`src/rtl/hazard_ctrl.sv`:
```
// Hazard unit for a five-stage pipeline: load-use and mul/div stalls,
// operand forwarding selects for the D, E and M stages.
module hazard_ctrl (
  input  logic       clk,
  input  logic       reset,
  input  logic       tuse_rs0,
  input  logic       tuse_rs1,
  input  logic       tuse_rt0,
  input  logic       tuse_rt1,
  input  logic       tuse_rt2,
  input  logic [4:0] a1_d,
  input  logic [4:0] a2_d,
  input  logic [4:0] a3_d,
  input  logic [1:0] res_d,
  input  logic       md_d,
  input  logic       md_start_d,
  input  logic       md_div_d,
  output logic       stall,
  output logic [1:0] fwd_rs_d,
  output logic [1:0] fwd_rt_d,
  output logic [1:0] fwd_rs_e,
  output logic [1:0] fwd_rt_e,
  output logic       fwd_rt_m,
  output logic       md_busy
);

  typedef enum logic [1:0] {
    RES_NW  = 2'b00,
    RES_ALU = 2'b01,
    RES_DM  = 2'b10,
    RES_PC8 = 2'b11
  } res_t;

  typedef struct packed {
    logic [4:0] a1;
    logic [4:0] a2;
    logic [4:0] a3;
    res_t       res;
  } e_t;

  typedef struct packed {
    logic [4:0] a2;
    logic [4:0] a3;
    res_t       res;
  } m_t;

  typedef struct packed {
    logic [4:0] a3;
    res_t       res;
  } w_t;

  e_t         e_q;
  m_t         m_q;
  w_t         w_q;
  e_t         d_in;
  logic [3:0] md_cnt;
  logic [1:0] tuse_rs;
  logic [1:0] tuse_rt;
  logic       stall_rs;
  logic       stall_rt;
  logic       stall_md;

  function automatic logic writes(
    input logic [4:0] a3,
    input res_t       res,
    input logic [4:0] r
  );
    return (a3 == r) && (r != 5'd0) && (res != RES_NW);
  endfunction

  function automatic logic [1:0] tnew_e(input res_t res);
    unique case (res)
      RES_ALU: return 2'd1;
      RES_DM:  return 2'd2;
      default: return 2'd0;
    endcase
  endfunction

  function automatic logic [1:0] tnew_m(input res_t res);
    return (res == RES_DM) ? 2'd1 : 2'd0;
  endfunction

  // Stall when a producer's result is ready later than the consumer's
  // earliest use; tuse = 3 means the operand is not read at all.
  function automatic logic hazard(
    input logic [4:0] r,
    input logic [1:0] tuse,
    input e_t         e,
    input m_t         m
  );
    logic e_hit;
    logic m_hit;
    e_hit = writes(e.a3, e.res, r) && (tnew_e(e.res) > tuse);
    m_hit = writes(m.a3, m.res, r) && (tnew_m(m.res) > tuse);
    return e_hit || m_hit;
  endfunction

  function automatic logic [1:0] sel_d(
    input logic [4:0] r,
    input e_t         e,
    input m_t         m,
    input w_t         w
  );
    if (writes(e.a3, e.res, r) && (e.res == RES_PC8))
      return 2'd1;
    if (writes(m.a3, m.res, r) &&
        ((m.res == RES_ALU) || (m.res == RES_PC8)))
      return 2'd2;
    if (writes(w.a3, w.res, r))
      return 2'd3;
    return 2'd0;
  endfunction

  function automatic logic [1:0] sel_e(
    input logic [4:0] r,
    input m_t         m,
    input w_t         w
  );
    if (writes(m.a3, m.res, r) &&
        ((m.res == RES_ALU) || (m.res == RES_PC8)))
      return 2'd2;
    if (writes(w.a3, w.res, r))
      return 2'd3;
    return 2'd0;
  endfunction

  always_comb begin
    if (tuse_rs0)      tuse_rs = 2'd0;
    else if (tuse_rs1) tuse_rs = 2'd1;
    else               tuse_rs = 2'd3;
  end

  always_comb begin
    if (tuse_rt0)      tuse_rt = 2'd0;
    else if (tuse_rt1) tuse_rt = 2'd1;
    else if (tuse_rt2) tuse_rt = 2'd2;
    else               tuse_rt = 2'd3;
  end

  always_comb begin
    d_in     = '0;
    d_in.a1  = a1_d;
    d_in.a2  = a2_d;
    d_in.a3  = a3_d;
    d_in.res = res_t'(res_d);
  end

  always_comb begin
    md_busy  = (md_cnt != 4'd0);
    stall_rs = hazard(a1_d, tuse_rs, e_q, m_q);
    stall_rt = hazard(a2_d, tuse_rt, e_q, m_q);
    stall_md = md_d && md_busy;
    stall    = stall_rs || stall_rt || stall_md;
  end

  always_comb begin
    fwd_rs_d = sel_d(a1_d, e_q, m_q, w_q);
    fwd_rt_d = sel_d(a2_d, e_q, m_q, w_q);
    fwd_rs_e = sel_e(e_q.a1, m_q, w_q);
    fwd_rt_e = sel_e(e_q.a2, m_q, w_q);
    fwd_rt_m = writes(w_q.a3, w_q.res, m_q.a2);
  end

  // A stalled D instruction leaves a bubble (res = NW) in E.
  always_ff @(posedge clk or posedge reset) begin
    if (reset) begin
      e_q <= '0;
      m_q <= '0;
      w_q <= '0;
    end else begin
      e_q    <= stall ? '0 : d_in;
      m_q.a2 <= e_q.a2;
      m_q.a3 <= e_q.a3;
      m_q.res <= e_q.res;
      w_q.a3 <= m_q.a3;
      w_q.res <= m_q.res;
    end
  end

  always_ff @(posedge clk or posedge reset) begin
    if (reset)
      md_cnt <= 4'd0;
    else if (md_start_d && !stall)
      md_cnt <= md_div_d ? 4'd10 : 4'd5;
    else if (md_cnt != 4'd0)
      md_cnt <= md_cnt - 4'd1;
  end

endmodule

```
`config.mk`:
```
export PLATFORM = sky130hd
export DESIGN_NAME = hazard_ctrl
export DESIGN_NICKNAME = d
export VERILOG_FILES = /design/src/rtl/hazard_ctrl.sv
export SDC_FILE = /design/constraint.sdc
export NUM_CORES = 1
export LEC_CHECK = 0
export CAP_MARGIN = 10
export CORE_ASPECT_RATIO = 2
export CORE_MARGIN = 8
export CORE_UTILIZATION = 53
export DETAILED_ROUTE_END_ITERATION = 12
export PLACE_DENSITY = 0.79
export SLEW_MARGIN = 20
export SYNTH_ARGS = -nofsm -noshare
export SYNTH_HDL_FRONTEND = slang
export SYNTH_SLANG_ARGS = --single-unit
```
`constraint.sdc`:
```
create_clock -name clk -period 2.9 [get_ports clk]
set_clock_uncertainty 0.2 [all_clocks]
set_input_delay 0.29 -clock clk [delete_from_list [all_inputs] [get_ports clk]]
set_output_delay 0.29 -clock clk [all_outputs]
set_load 0.05 [all_outputs]
```
==> flow_summary_export.csv <==
group,metric,value,unit
timing,finalHoldViolCount,0,
critical_path,cp_cell_sequence,"clkdlybuf4s50_1, inv_1, a21oi_2, ha_1, or3_1, o41ai_2, and4bb_4, inv_2, buf_12",
floorplan,io_pins,38,
drt,drt_iter0_drc,56,
timing,layout_setup_ws,0.0553,ns
critical_path,cp_max_fo,5,
critical_path,crit_buf_inv,4,
floorplan,die_area,0.00684,sq mm
floorplan,rows,34,
timing,tns,0,ns
timing,finalSetupViolations,0,
critical_path,crit_required,2.41,ns
placed_design,dp.cells,322,
critical_path,cp_top_family,"buffers and inverters",
timing,period_share,98.1,%
synthesis,synth_top_area_share,43.4,%
finish,n_antenna_cell,0,
synthesis,avgSynthCellArea,10.2,sq um
floorplan,start_util,54.2,%
timing,max_freq,352,MHz
drt,wirelength,5.39,mm
clock_tree,htree_levels,2,
drt,first_pass_iters,4,
finish,fin_util,69.8,%
grt,grt_max_degree,41,
clock_tree,cts.clk_slew.worst_paths,0.08,ns
grt,grt_pass1_vias,2022,
synthesis,async_flop_share,100,%
placed_design,dpl-instance-area,0.00285,sq mm
placed_design,place_ws,-0.146,ns
clock_tree,numCtsBuffers,5,
critical_path,critPathKind,"primary input to primary output",
clock_tree,clk_latency,0.29,ns
critical_path,arrival,2.35,ns
clock_tree,clock_sinks,40,
synthesis,synth_cell_types,36,
critical_path,end_kind,"primary output",
timing,hold_ws,0.210,ns
drt,avgRoutedWirePerCell,16.3,um
floorplan,core,0.00425,sq mm
critical_path,worst_path_max_delay_cell,"clkdlybuf4s50_1",
timing,slew_headroom,65.8,%
synthesis,synthTopCellsByArea,"dfrtp_1 (43%), xnor2_1 (15%), xor2_1 (5.7%)",
finish,postLayoutCellArea,0.00297,sq mm
synthesis,synth_area_leader_cell,"dfrtp_1",
worst_hold_path,hp-class,"primary input to asynchronous set/reset pin",
finish,drive_above_1_share,17.3,%
pwr,power.total,1.79,mW
finish,final_cell_count_no_fill,331,
synthesis,yosys_warnings,0,
finish,final_nets,311,
synthesis,netlist_area,0.00230,sq mm
synthesis,synth_cells,225,
grt,grt_pass1_wl,9.02,mm
critical_path,crit_path_start_kind,"primary input",
synthesis,synth_ff_type,"dfrtp_1",
grt,gr-usage-all-layers,16.7,%
status,status,"finished clean",
clock_tree,clk_path_buf_depth,2,
synthesis,synth_seq_cells,40,
synthesis,yosysSeqAreaShare,43.4,%
clock_tree,cts_root_buffer,"clkbuf_8",
timing,worst_pin_slew,0.513,ns
finish,areaGrowthSynthToFinish,28.8,%
placed_design,numPortBuffers,37,
floorplan,die_w,62.6,um
finish,nFillCells,313,
floorplan,die_h,109,um
pwr,peakVddDrop,598,uV
job,max-cap-violations,0,
drt,drc_errors,0,
drt,vias,1798,
timing,min_period,2.84,ns
drt,via_per_inst,5.43,
critical_path,cp_slowest_stage_delay,0.52,ns
drt,final_antenna_net_count,0,
timing,drv_slew,0,
placed_design,place.gp.congestion,0.915,
synthesis,synth_nets,260,
pwr,p_leak,1.35,nW
clock_tree,cts_tree,"built",
synthesis,synth_edf_count,0,
pwr,powerDensity,604,mW/mm^2
grt,antenna_found_initial,0,
placed_design,dpl.hpwl,4.22,mm
grt,grt_overflow,0,
path summary, 6_finish.rpt:
check	startpoint	depth (start not counted)	end	slack, ns
max	tuse_rt1	9	stall	0.06
min	reset	3	m_q[10]$_DFF_PP0_	0.21
max reg2reg	md_cnt[0]$_DFFE_PP0P_	9	md_cnt[1]$_DFFE_PP0P_	0.27
min reg2reg	m_q[1]$_DFF_PP0_	0	w_q[1]$_DFF_PP0_	0.21
max in group asynchronous	reset	3	w_q[0]$_DFF_PP0_	1.94
min in group clk	m_q[1]$_DFF_PP0_	0	w_q[1]$_DFF_PP0_	0.21
sequential cells by signal (all words and copies together) (netlist names):
name    cells
e_q        17
m_q        12
w_q         7
md_cnt      4
cell type report:
class                           instances  area, sq um  area share [%]
Clock buffer                            5         68.8            2.32
Clock inverter                          3         18.8           0.632
Inverter                                8         30.0            1.01
Multi-Input combinational cell        167         1250            42.2
Sequential cell                        40         1000            33.7
Tap cell                               54         67.6            2.28
Timing Repair Buffer                   54          531            17.9
synthesized netlist by cell type, drive strengths merged (3+ instances only):
library cell and count:
and2 17, inv 8, dfrtp 40, nor2 11, nor4 9, nand4 7, or2 3, nor3 6
a21o 3, or4 6, or3 3, a21oi 6, nor2b 5, xnor2 39, nand3 3, ha 8
xor2 15, clkbuf 8, nand2 11
worst min-delay path, stage by stage:
cell	delay (ns)
clkdlybuf4s50_1	0.39
inv_1	0.05
buf_4	0.42
cells by family after synthesis:
family | after synthesis | share of synthesized area, %
compound gates | 15 | 4.51
xor+xnor | 54 | 20.5
flops | 40 | 43.4
simple gates | 86 | 21.9
fa+ha+maj | 8 | 4.34
buf+inv | 18 | 3.15
mux | 4 | 2.17
metal layers:
layer / vias to the layer above / global-route usage, % / routed length [um]
met4: 0 / 12.0 / 234
met5: - / 0 / 0
met2: 67 / 30.5 / 2840
met3: 15 / 3.50 / 258
met1: 851 / 16.5 / 2060
li1: 865 / - / -
power breakdown:
part | switching, mW | internal [mW] | total (mW)
clock network | 0.193 | 0.167 | 0.360
registers | 0.120 | 0.655 | 0.775
logic | 0.316 | 0.340 | 0.656
total | 0.629 | 1.16 | 1.79
placed cells by master (no fill, tap or decap), drive strengths merged, types with 5 or more instances in the layout:
cell	netlist	routed
nor3	6	6
or4	6	6
nand4	7	7
clkdlybuf4s50	0	27
a21oi	6	6
inv	8	8
clkbuf	8	5
dfrtp	40	40
buf	2	24
nor2	11	11
xnor2	39	39
and2	17	17
nand2	11	11
ha	8	8
nor4	9	9
nor2b	5	5
xor2	15	15
what timing repair did:
item                       4_1_cts  5_1_grt
hold buffers                     0        0
setup buffers                    0        1
setup endpoints to repair        3        2
pin swaps                        0        2
gates resized for setup          4        6
Power figures use the tool's default switching activity.
